[config.mk]
export PLATFORM = sky130hd
export DESIGN_NAME = pwm_meter
export DESIGN_NICKNAME = d
export VERILOG_FILES = /design/src/rtl/pwm_meter_pkg.sv /design/src/rtl/sync2.sv /design/src/rtl/pwm_meter.sv
export SDC_FILE = /design/constraint.sdc
export NUM_CORES = 1
export LEC_CHECK = 0
export CAP_MARGIN = 25
export CORE_MARGIN = 10
export CORE_UTILIZATION = 40
export CTS_BUF_LIST = sky130_fd_sc_hd__clkbuf_4
export DETAILED_ROUTE_END_ITERATION = 6
export GPL_TIMING_DRIVEN = 1
export PLACE_DENSITY = 0.62
export SETUP_SLACK_MARGIN = 0.3
export SKIP_LAST_GASP = 1
export SLEW_MARGIN = 20
export SYNTH_ARGS = -nofsm -noshare
export SYNTH_HDL_FRONTEND = slang
export SYNTH_SLANG_ARGS = --single-unit
[constraint.sdc]
create_clock -name clk -period 2.5 [get_ports clk]
set_clock_uncertainty 0.2 [all_clocks]
set_input_delay 0.5 -clock clk [delete_from_list [all_inputs] [get_ports clk]]
set_output_delay 0.5 -clock clk [all_outputs]
set_load 0.05 [all_outputs]
[src/rtl/pwm_meter_pkg.sv]
// pwm_meter_pkg
// Shared types and helpers for the PWM measurement block.
//   meter_state_t : measurement FSM state encoding
//   cnt_max()     : saturation value of a CNT_W-bit cycle counter
package pwm_meter_pkg;

    typedef enum logic [1:0] {
        WAIT_RISE = 2'd0,
        ON        = 2'd1,
        OFF       = 2'd2
    } meter_state_t;

    // All-ones value for a counter of width w; 64-bit so CNT_W up to 63 is safe.
    function automatic longint unsigned cnt_max(input int unsigned w);
        return (64'd1 << w) - 64'd1;
    endfunction

endpackage

[src/rtl/sync2.sv]
// sync2
// Two-flop synchronizer with a configurable reset value, so the synchronized
// output can come out of reset at the input's idle level (no false edge).
// Ports:
//   clk    in  system clock
//   rst_n  in  synchronous active-low reset
//   d      in  asynchronous input
//   q      out synchronized output, RST_VAL while in reset
module sync2 #(
    parameter logic RST_VAL = 1'b0
) (
    input  logic clk,
    input  logic rst_n,
    input  logic d,
    output logic q
);

    logic meta;

    always_ff @(posedge clk) begin
        if (!rst_n) begin
            meta <= RST_VAL;
            q    <= RST_VAL;
        end else begin
            meta <= d;
            q    <= meta;
        end
    end

endmodule

[src/rtl/pwm_meter.sv]
// pwm_meter
// Measures on-time and period (in clk cycles) of an asynchronous PWM input,
// producing one result per complete period, plus a stuck-level indication
// when no "on" edge arrives for cnt_max(CNT_W) cycles.
// Ports:
//   clk           in  system clock
//   rst_n         in  synchronous active-low reset
//   pwm_in        in  asynchronous PWM pin
//   on_count      out on-time of the last complete period
//   period_count  out rise-to-rise length of the last complete period
//   sample_valid  out one-cycle pulse when on_count/period_count update
//   level_stuck   out no "on" edge for cnt_max(CNT_W) cycles
//   stuck_level   out logical level (1 = on) while level_stuck, else 0
//
// state     | meaning
// ----------+---------------------------------------------------------
// WAIT_RISE | no period in progress (after reset or stuck); await rise
// ON        | inside the on-phase, counting on-time
// OFF       | inside the off-phase, waiting for the closing rise
module pwm_meter
    import pwm_meter_pkg::*;
#(
    parameter int CNT_W      = 16,
    parameter bit ACTIVE_LOW = 1'b1
) (
    input  logic             clk,
    input  logic             rst_n,
    input  logic             pwm_in,
    output logic [CNT_W-1:0] on_count,
    output logic [CNT_W-1:0] period_count,
    output logic             sample_valid,
    output logic             level_stuck,
    output logic             stuck_level
);

    localparam logic [CNT_W-1:0] CNT_MAX = CNT_W'(cnt_max(CNT_W));
    localparam logic [CNT_W-1:0] CNT_ONE = CNT_W'(1);

    logic             pin_sync;
    logic             lvl;
    logic             lvl_d;
    logic             rise;
    logic             fall;
    meter_state_t     state;
    logic [CNT_W-1:0] cnt;
    logic [CNT_W-1:0] on_acc;

    // Reset to the idle pin level so lvl and lvl_d both start at "off".
    sync2 #(
        .RST_VAL (ACTIVE_LOW)
    ) u_sync (
        .clk   (clk),
        .rst_n (rst_n),
        .d     (pwm_in),
        .q     (pin_sync)
    );

    assign lvl  = pin_sync ^ ACTIVE_LOW;
    assign rise = lvl & ~lvl_d;
    assign fall = ~lvl & lvl_d;

    always_ff @(posedge clk) begin
        if (!rst_n) begin
            lvl_d <= 1'b0;
        end else begin
            lvl_d <= lvl;
        end
    end

    always_ff @(posedge clk) begin
        if (!rst_n) begin
            state        <= WAIT_RISE;
            cnt          <= '0;
            on_acc       <= '0;
            on_count     <= '0;
            period_count <= '0;
            sample_valid <= 1'b0;
            level_stuck  <= 1'b0;
            stuck_level  <= 1'b0;
        end else begin
            sample_valid <= 1'b0;
            if (cnt != CNT_MAX) begin
                cnt <= cnt + CNT_ONE;
            end

            if (rise) begin
                // A rise always starts a fresh period, including out of stuck.
                cnt         <= CNT_ONE;
                state       <= ON;
                level_stuck <= 1'b0;
                stuck_level <= 1'b0;
                // A saturated count cannot be a real period; drop it.
                if (state == OFF && cnt != CNT_MAX) begin
                    on_count     <= on_acc;
                    period_count <= cnt;
                    sample_valid <= 1'b1;
                end
            end else if (cnt == CNT_MAX) begin
                // Counter stays saturated, so stuck_level follows lvl each cycle.
                level_stuck <= 1'b1;
                stuck_level <= lvl;
                state       <= WAIT_RISE;
            end else begin
                case (state)
                    ON: begin
                        if (fall) begin
                            on_acc <= cnt;
                            state  <= OFF;
                        end
                    end
                    default: begin
                    end
                endcase
            end
        end
    end

endmodule

; ---- After elaboration in Yosys (flattened, before gate mapping)
; Cells that the tools add are included.
[word_totals]
regBits = 72
latch_bits = 0
ram_bits = 0
rom_bits = 0
in_bits = 3
output_inout_bits = 35
memories = 0
[op_classes]
add_sub_neg = 1
n_mul = 0
div_mod_pow = 0
order_cmp = 0
eq_ne = 4
shift = 0
mux = 7
bitwise_logic = 7
reduce_logical = 11
[op_table]
columns = operator, n
row1 = $add 16x1->16 const B, 1
row2 = $eq 16x16->1 const B, 1
row3 = $ne 16x16->1 const B, 1
row4 = $reduce_and 2->1, 4
row5 = $mux 1, 7
row6 = $reduce_bool 3->1, 2
row7 = $not 1->1, 5
row8 = $reduce_and 4->1, 1
row9 = $reduce_or 3->1, 1
row10 = $and 1x1->1, 2
row11 = $eq 2x1->1 const B, 1
row12 = $eq 2x2->1 const B, 1
row13 = $reduce_bool 2->1, 1
row14 = $reduce_or 2->1, 1
row15 = $logic_and 1x1->1, 1

; ---- Depth between registers and ports, before layout
[depth]
word_depth = 5
mapped_depth = 8

; ---- By module
; A second synthesis with hierarchy kept.
[unflattened]
cells_unflattened = 339
hier_area_um2 = 2952.8
[by_module_without_submodules]
columns = mod, n_inst, cells_each, area_per_inst_um2
row1 = pwm_meter, 1, 335, 2900.3
row2 = sync2, 1, 4, 52.6

; ---- Least setup slack after synthesis
; Ideal clock, no wire load.
[synth_path]
path_kind = flip-flop to flip-flop
from = register cnt[0]
to = register on_acc[6]
setup_ns = 0.119
arrival_time_ns = 1.584
required_ns = 2.181
path_slack_ns = 0.597
stages_incl_launch_ff = 7
period_less_slack_ns = 1.903
path_cell_list = dfxtp_1 ha_1 buf_2 inv_1 nor4_4 a21oi_1 o221a_2
[synth_via]
elab_chain_len = 3
[synth_rtl]
columns = element, line
row1 = start: declaration, pwm_meter.sv:45  ; logic [CNT_W-1:0] cnt;
row2 = start signal: assignment, pwm_meter.sv:83  ; cnt <= cnt + CNT_ONE;
row3 = $eq 16x16->1, pwm_meter.sv:98  ; end else if (cnt == CNT_MAX) begin
row4 = $not 1->1 (no line), n/a
row5 = $reduce_and 4->1 (no line), n/a
row6 = end signal: assignment, pwm_meter.sv:107  ; on_acc <= cnt;
row7 = end: declaration, pwm_meter.sv:46  ; logic [CNT_W-1:0] on_acc;
; Every way passes these cells.
; A chain may end at the register's enable or synchronous reset.

; ---- Worst setup path after layout
[layout_path]
from = register cnt[0]
to = register on_acc[0]
[layout_via]
elab_chain_len = 3
[layout_rtl]
columns = element, line
row1 = $eq 16x16->1, pwm_meter.sv:98
row2 = $not 1->1 (no line), n/a
row3 = $reduce_and 4->1 (no line), n/a
; Several ways; a longest one is shown, not always the timed one.

==> results by group <==
STA
  • Fin. Hold Viols: 0
  • Setup TNS: 0 ns
  • Peak Freq: between 400 and 500 MHz
  • Post-route setup slack: 0.422 ns
  • Worst slew margin: 0.666
  • Fin crit period: 2.08 ns
  • RSZ-0062 raised after global routing: no
  • Final period utilization: 0.831
  • Measured slew at the worst slew-check pin: 0.497 ns
  • Slew Limit Fails: 0
  • Final Setup Violations: 0

Layout
  • Layout Cells excl Fill: 474
  • Final-stage net count: 376
  • # diodes: 0
  • Util after Layout: 0.488
  • Layout cells sized above 1: 0.112
  • Area delta synth->final: 19.4%
  • Fill cell count: 741

CTS
  • CTS Buf Count: 9
  • Clock transition at the registers of the reported paths: roughly 0.12 ns
  • CTS tree: yes
  • Post-CTS Hold Buffers: 0
  • Root buffer cell: clkbuf_4
  • Clock Tree Buf Depth: 2
  • Clk_lat worst skew: 0.43 ns
  • Clock sink total: 72
  • H-tree Lvls: 3

Drt
  • DRT Wirelength: 6960 um
  • DR DRC count: 0
  • Avg Vias per Cell: 5.20
  • Avg WL per Cell: ~15 um
  • DR pass1 iterations: 6
  • Post-route antenna net violation count: 0
  • Initial DRC count: 239
  • Via count: 2463

Global routing
  • Global-route wire length before repair: between 10000 and 15000 um
  • Total grt overflow: 0
  • GR Util All Layers: 0.128
  • Number of global-route vias before repair: 2350
  • Initial antenna violation count: 0
  • Pin count of the biggest net entering global routing: ~100

Pwr
  • Flop pwr share: 0.561
  • Sw frac: 0.232
  • Total Power: 2070 uW
  • Clock Power Share: 0.411
  • Internal power: roughly 1600 uW
  • Leak: 0.00148 uW
  • Gate power share: 0.029
  • Sw Pwr: 481 uW
  • IR drop worst, VDD: 0.340 mV
  • PD cells: 589 nW/um^2

Die
  • Row count: 31
  • Core area: 7210 um^2
  • Ports: 38
  • Width of the die: 106 um
  • Die area: 11200 um^2
  • Initial Utilization: 0.409
  • Die height: 106 um

Logic synthesis
  • Post-synthesis sequential area ratio: 0.488
  • Ranking of synthesized cells by area: dfxtp_1 (49%), nand2_1 (8.5%), nand3_1 (6.8%), o21ai_0 (6.4%), mux2i_1 (5.4%)
  • Netlist cell types: 38
  • Post-synth top area cell: dfxtp_1
  • Syn Area/Cell: around 8.7 um^2
  • Syn_nets: 345
  • Synthesized cell area: 2950 um^2
  • Synth warnings: 0
  • Number of synthesized register bits: 72
  • Synth top area share: 0.488
  • Post-synth EDFFs: 0
  • Mapped Cells: 339
  • Ys async rst share: 0
  • Synth Flop Type: dfxtp_1

Worst setup path
  • CP arrival: 2.23 ns
  • Worst path max stage delay: 0.42 ns
  • Critical Path Fanout Max: 12
  • Crit-path slowest cell: dfxtp_2
  • Crit-path cells: ha_1, and4_1, nand4_1, nand2b_4, buf_4, mux2i_1
  • CP delay by family, top: simple AND/OR/NAND/NOR gates
  • CP startpoint kind: register
  • Worst setup EP type: register
  • WP buf/inv: 1
  • CP required: between 2 and 3 ns
  • Critical setup path kind: register to register

Placement
  • Placed cell count: 458
  • Post-Place Setup Slack: 0.353 ns
  • DP HPWL: 4700 um
  • Routability cong.: 0.884
  • I/O Buffers: 37

Worst hold path
  • Hold crit path type: register to register

Flow run
  • Total of max-cap violations: 0

Status
  • Outcome: completed
-- state kept, by name, indices dropped and copies added, names as in the netlist --
| signal | flops |
|---|---|
| cnt | 16 |
| on_acc | 16 |
| on_count | 16 |
| period_count | 16 |
| state | 2 |
| level_stuck | 1 |
| lvl_d | 1 |
| sample_valid | 1 |
| stuck_level | 1 |
| u_sync.meta | 1 |
| u_sync.q | 1 |
-- area by class of cell --
| type | instances | area (um^2) | share of cell area |
|---|---|---|---|
| sequential | 72 | 1440 | 0.410 |
| multi-input combinational | 236 | 1360 | 0.386 |
| timing repair buffer | 47 | 413 | 0.117 |
| tap | 99 | 124 | 0.0352 |
| clock inverter | 6 | 92.6 | 0.0263 |
| clock buffer | 10 | 75.1 | 0.0213 |
| inverter | 4 | 15.0 | 0.00426 |
-- cells in the final DEF, fill, tap and decap left out, types with 3 or more instances in the layout --
master         instances
dfxtp_1               70
nand2_1               67
nand3_1               40
o21ai_0               38
dlygate4sd2_1         35
mux2i_1               16
a21oi_1               10
clkbuf_4              10
nor2_1                 8
buf_4                  8
a31oi_1                7
nor3_1                 5
inv_1                  4
or3_1                  4
and4_1                 3
o211ai_1               3
nand2b_1               3
and3_2                 3
o221a_2                3
ha_1                   3
-- worst paths after layout --
kind	slack (ns)	start	to	cells past startpoint
setup reg to reg	0.42	cnt[0]	on_acc[0]	6
setup / recovery	0.42	cnt[0]	on_acc[0]	6
hold reg to reg	0.23	u_sync.meta	u_sync.q	1
hold / removal	0.23	u_sync.meta	u_sync.q	1
-- Yosys cell counts, drive strengths merged (2+ instances only) --
| cell type | count |
|---|---|
| and3 | 4 |
| mux2i | 16 |
| nand4 | 2 |
| nor2 | 8 |
| a31oi | 7 |
| nor2b | 2 |
| and4 | 6 |
| inv | 4 |
| or4 | 2 |
| o21ai | 38 |
| nand3 | 40 |
| o211ai | 3 |
| o221a | 3 |
| nand2 | 68 |
| nand2b | 4 |
| buf | 12 |
| or3 | 4 |
| nor3 | 5 |
| a21oi | 10 |
| dfxtp | 72 |
| clkbuf | 15 |
| ha | 3 |
-- routing by layer --
metal | wire, um | GRT usage | vias up
met3 | 617 | 0.0531 | 12
met1 | 3190 | 0.165 | 1122
li1 | - | - | 1250
met4 | 120 | 0.0464 | 0
met2 | 3030 | 0.187 | 79
met5 | 0 | 0 | -
-- stage by stage --
step	hold WS, ns	instance area (um^2)
after floorplan	0.186	2950
after global placement	0.203	3390
after detailed placement	0.199	3390
after CTS	0.232	3510
after global routing	0.240	3520
final	0.229	3520
-- power by group through the flow --
stage	logic, uW	registers (uW)	clock network (uW)
finish	60.1	1160	852
global route	67.3	1160	913
CTS	60.6	1160	878
detailed placement	60.3	1190	0
global placement	60.0	1190	0
floorplan	42.8	1180	0
-- timing repair --
action / CTS / global route
resized for setup: 35 / 4
buffers inserted: 0 / 0
pin swaps: 0 / 0
setup endpoints to repair: 35 / 14
-- logic make-up after synthesis --
group	Yosys count	synth area share
mux	16	0.0543
compound gates	67	0.134
flops	72	0.488
buf+inv	31	0.0572
xor+xnor	1	0.00297
fa+ha+maj	3	0.0127
simple gates	149	0.250
Note: power is estimated with default switching activity, not from simulation.
==> RTL change 1 (same settings) <==
`CNT_W`: 16 -> 18.
--- a/src/rtl/pwm_meter.sv
+++ b/src/rtl/pwm_meter.sv
@@ -21,5 +21,5 @@
     import pwm_meter_pkg::*;
 #(
-    parameter int CNT_W      = 16,
+    parameter int CNT_W      = 18,
     parameter bit ACTIVE_LOW = 1'b1
 ) (
Ports: changed (resized on_count and period_count); port bits go from 38 to 42. The function was not compared with the original's and may differ.
==> RTL change 1 against the original RTL <==
- global-route usage is 3.2 points higher
- sequential cell count grew 8
- power up 9.1%
- final cell count increased by 44%
- area after synthesis is 39% higher
- setup slack worse by 0.011 ns
- first-iteration DRC count rose by 100%
- routed wire length grew 69%
- final area up 35%
- critical endpoint is now on_count[1]
- highest routed layer unchanged
==> RTL change 1: results (changes against the original RTL) <==
The global-route usage over all layers was 16.0% (was 12.8%). The library cell contributing the largest single delay on the critical path is sky130_fd_sc_hd__dlygate4sd2_1 (was sky130_fd_sc_hd__dfxtp_2). Biggest area contributors in the synthesized netlist: sky130_fd_sc_hd__dfxtp_1 (39%), sky130_fd_sc_hd__a32oi_1 (10%), sky130_fd_sc_hd__nand2_1 (9.0%), sky130_fd_sc_hd__nand4_1 (6.1%), sky130_fd_sc_hd__nor2_1 (5.1%) (was sky130_fd_sc_hd__dfxtp_1 (49%), sky130_fd_sc_hd__nand2_1 (8.5%), sky130_fd_sc_hd__nand3_1 (6.8%), sky130_fd_sc_hd__o21ai_0 (6.4%), sky130_fd_sc_hd__mux2i_1 (5.4%)).

The family of cells with the greatest summed delay on the critical path is buffers and inverters (was simple AND/OR/NAND/NOR gates). The estimated wirelength of the detail-placed design is 7670 um (was 4700 um). The arrival time of the worst setup path came out at 1.39 ns (was 2.23 ns). The largest fanout of any net on the critical path is 3 (was 12). The standard cell area after detailed placement came out at 4630 um2 (was 3390 um2). The wire length on met2 is 5240 um (was 3030 um).

The net count after synthesis came out at 535 (was 345). The critical path startpoint was on_count[1] (was cnt[0]). The first-pass detailed-route iteration total was 5 (was 6).

Status: finished clean (unchanged). The path type of the worst min-delay path is flip-flop to flip-flop (unchanged). The post-CTS resize count came out at 40 (was 35). The placer congestion estimate is 0.810 (was 0.884). The fraction of synthesized cell area in xor and xnor cells came out at 0% (was 0.297%). The fraction of met2 tracks used by global routing is 23.6% (was 18.7%). The mux contribution to synthesized area was 1.01% (was 5.43%). Commonest cells in the netlist: sky130_fd_sc_hd__nand2_1 (98), sky130_fd_sc_hd__dfxtp_1 (80), sky130_fd_sc_hd__nor2_1 (56) (was sky130_fd_sc_hd__dfxtp_1 (72), sky130_fd_sc_hd__nand2_1 (67), sky130_fd_sc_hd__nand3_1 (40)). The proportion of synthesized chip area in sequential cells is 39.2% (was 48.8%).

The transition time of the tightest slew-check pin came out at 0.573 ns (was 0.497 ns). The post-synthesis cell type count is 42 (was 38). The maximum cell stage delay along the critical path is 0.55 ns (was 0.42 ns).

The detail-routed net length per standard cell is 17.2 um (was 14.7 um). The maximum vdd drop is 0.000232 V (was 0.000340 V). The proportion of layout cells with a drive suffix above 1 came out at 9.47% (was 11.2%).

The capture instance of the worst register-to-register path was on_acc[6] (was on_acc[0]). The depth of the worst register-to-register path is 5 (was 6). The met1 capacity usage during global routing was 21.8% (was 16.5%). The final layout net count is 550 (was 376). The initial detailed-routing violation count was 484 (was 239). The maximum number of pins on one net before global-route repair is 63 (was 101). The routed wire length on met3 is 746 um (was 617 um). The count of input and output buffers is 41 (was 37).

The via count of the first global-routing pass is 3,815 (was 2,350). The startpoint of the worst-slack reg-to-reg timing path is cnt[10] (was cnt[0]). The area fraction in compound gates after synthesis came out at 21.3% (was 13.4%).
==> RTL change 1: changes by cell type after synthesis, moves of 4 or more <==
cell                       delta
sky130_fd_sc_hd__a32oi_1     +49
sky130_fd_sc_hd__nor2_1      +48
sky130_fd_sc_hd__nand4_1     +38
sky130_fd_sc_hd__nand2_1     +31
sky130_fd_sc_hd__o21ai_0     -30
sky130_fd_sc_hd__o311ai_1    +16
sky130_fd_sc_hd__buf_2       +15
sky130_fd_sc_hd__clkbuf_1    +15
sky130_fd_sc_hd__mux2i_1     -13
sky130_fd_sc_hd__dfxtp_1      +8
sky130_fd_sc_hd__nor3_1       +6
sky130_fd_sc_hd__buf_1        +5
sky130_fd_sc_hd__buf_6        -5
sky130_fd_sc_hd__or3_1        -4
==> RTL change 1: through the flow <==
stage | worst slack, ns | total power, mW | utilization [%] | hold slack [ns] | instances
4_1_cts | 0.307 | 2.28 | 48.1 | 0.218 | 682
6_report | 0.411 | 2.26 | 48.3 | 0.224 | 682
5_1_grt | 0.301 | 2.34 | 48.3 | 0.247 | 682
2_1_floorplan | 0.592 | 1.37 | - | 0.186 | 529
3_3_place_gp | 0.354 | 1.39 | 47.0 | 0.194 | 666
3_5_place_dp | 0.306 | 1.40 | 47.0 | 0.205 | 666
==> RTL change 1: report_power, final <==
group / switching [mW] / leakage [nW] / internal [mW]
Combinational: 0.0552 / 1.01 / 0.0230
Sequential: 0.00883 / 0.646 / 1.28
Clock: 0.487 / 0.0863 / 0.407
Total: 0.551 / 1.75 / 1.71
==> RTL change 1: final cells by class <==
type                    count  area, um2
multi-input cells         387       2250
inverters                   4       15.0
repair buffers             62        567
well taps                 133        166
flip-flops and latches     80       1610
clock inverters             7       95.1
clock buffers               9       67.6
fillers                   969       5100
==> RTL change 2 (same settings) <==
Without the edit above. The 3 states of `meter_state_t` get a one-hot encoding in 3 bits.
--- a/src/rtl/pwm_meter_pkg.sv
+++ b/src/rtl/pwm_meter_pkg.sv
@@ -5,8 +5,8 @@
 package pwm_meter_pkg;
 
-    typedef enum logic [1:0] {
-        WAIT_RISE = 2'd0,
-        ON        = 2'd1,
-        OFF       = 2'd2
+    typedef enum logic [2:0] {
+        WAIT_RISE = 3'b001,
+        ON        = 3'b010,
+        OFF       = 3'b100
     } meter_state_t;
 
Behaviour: same outputs for any inputs over 10 cycles, from zero or initial values and one cycle with rst_n low; not proved beyond that.
==> RTL change 2 against the original RTL <==
- setup slack got worse by 0.044 ns
- sequential cell count up 1
- final area fell by 2.2%
- area after synthesis is 0.64% higher
- power down 12%
- routed wire length fell by 17%
- via count decreased by 11%
- count of clock-buffer cells in the layout decreased by 1
==> RTL change 2: results (changes against the original RTL) <==
The number of cells produced by synthesis came out at 308 (was 339). The path type of the worst min-delay path was input pin to flip-flop (was flip-flop to flip-flop). Status: finished clean (unchanged). The net count after synthesis is 314 (was 345). The via count of the first global-routing pass came to 2,094 (was 2,350).

The number of flops mapped to enable cells by yosys is 0 (unchanged). The maximum number of pins on one net before global-route repair came out at 60 (was 101). The placed cell count is 429 (was 458). The placer congestion estimate came out at 0.833 (was 0.884). The largest fanout of any net on the critical path was 20 (was 12). The area fraction in compound gates after synthesis is 7.37% (was 13.4%). The total via count in the routed design came out at 2,199 (was 2,463).

The clock-pin slew on the worst setup and hold paths came out at 0.11 ns. The mux contribution to synthesized area is 16.8% (was 5.43%). The estimated wirelength of the detail-placed design is 3930 um (was 4700 um). The initial detailed-routing violation count came out at 91 (was 239). Biggest area contributors in the synthesized netlist: sky130_fd_sc_hd__dfxtp_1 (49%), sky130_fd_sc_hd__mux2i_1 (17%), sky130_fd_sc_hd__nand2_1 (9.2%), sky130_fd_sc_hd__nor2_1 (2.3%), sky130_fd_sc_hd__a41o_1 (2.0%) (was sky130_fd_sc_hd__dfxtp_1 (49%), sky130_fd_sc_hd__nand2_1 (8.5%), sky130_fd_sc_hd__nand3_1 (6.8%), sky130_fd_sc_hd__o21ai_0 (6.4%), sky130_fd_sc_hd__mux2i_1 (5.4%)). The fraction of the mapped netlist area in adder cells is 1.26% (was 1.27%).

The detail-routed via count per cell was 4.94 (was 5.20). The global-route usage over all layers is 10.6% (was 12.8%). The worst-skew pair later-pin latency is 0.40 ns (was 0.43 ns). The critical setup path kind is flip-flop to flip-flop (unchanged).

The level count of the clock H-tree is 3 (unchanged). The relative slew slack is 54.7% (was 66.6%). The maximum cell stage delay along the critical path is 0.67 ns (was 0.42 ns). The post-placement setup slack is 0.191 ns (was 0.353 ns). The maximum vdd drop came out at 0.000173 V (was 0.000340 V). The final layout net count is 347 (was 376). The global-route wire length before repair is 9880 um (was 11,900 um). The startpoint of the worst-slack reg-to-reg timing path is cnt[1] (was cnt[0]). The fraction of synthesized cell area in xor and xnor cells is 0.590% (was 0.297%). The post-CTS resize count was 39 (was 35). The proportion of layout cells with a drive suffix above 1 was 8.67% (was 11.2%). The post-synthesis cell type count is 35 (was 38).

The detail-routed net length per standard cell was 13.0 um (was 14.7 um). The hold path startpoint is rst_n (was u_sync.meta). Commonest cells in the netlist: sky130_fd_sc_hd__dfxtp_1 (73), sky130_fd_sc_hd__nand2_1 (73), sky130_fd_sc_hd__mux2i_1 (50) (was sky130_fd_sc_hd__dfxtp_1 (72), sky130_fd_sc_hd__nand2_1 (67), sky130_fd_sc_hd__nand3_1 (40)).

The library cell contributing the largest single delay on the critical path was sky130_fd_sc_hd__or4_2 (was sky130_fd_sc_hd__dfxtp_2). The standard cell area after detailed placement was 3360 um2 (was 3390 um2). The proportion of synthesized chip area in sequential cells is 49.2% (was 48.8%). The first-pass detailed-route iteration total is 4 (was 6).

The leakage power figure is 1.79 nW (was 1.48 nW).
## RTL change 2: cell types whose count changed after synthesis, sizes merged, moves of 6 or more
| cell | unedited run | this run |
|---|---|---|
| o21ai | 38 | 5 |
| nor2 | 8 | 18 |
| a21oi | 10 | 4 |
| a41o | 0 | 6 |
| nand3 | 40 | 6 |
| mux2i | 16 | 50 |
## RTL change 2: where the power goes
| group | switching, mW | internal (mW) |
|---|---|---|
| Sequential | 0.00725 | 1.17 |
| Clock | 0.405 | 0.192 |
| Combinational | 0.0380 | 0.0152 |
| Total | 0.450 | 1.38 |
## RTL change 2: worst reg2reg max path: cells and delay by family (launching register included)
kind | cells | cell delay, ns
simple gates | 3 | 0.88
buf+inv | 1 | 0.22
flops | 1 | 0.37
mux | 1 | 0.14
fa+ha+maj | 1 | 0.21
## RTL change 2: cell type report
| cell class | instances | area, um2 |
|---|---|---|
| tap | 99 | 124 |
| sequential | 73 | 1460 |
| clock buffer | 9 | 67.6 |
| multi-input combinational | 209 | 1350 |
| fill | 741 | 3810 |
| timing repair buffer | 44 | 385 |
| inverter | 4 | 15.0 |
| clock inverter | 7 | 37.5 |
## RTL change 2: path summary, 6_finish.rpt
kind	end	slack, ns	cells past startpoint
min	u_sync.q	0.22	2
max	period_count[7]	0.38	6
max reg2reg	period_count[7]	0.38	6
min reg2reg	u_sync.q	0.23	1
## RTL change 2: layer usage
layer / wire (um) / share of wire (%) / vias up / track usage, %
met5: 0 / 0 / - / 0
met4: 122 / 2.1 / 0 / 5.51
met3: 359 / 6.2 / 9 / 3.74
met2: 2520 / 44 / 41 / 16.1
met1: 2780 / 48 / 1019 / 13.0
li1: - / - / 1130 / -
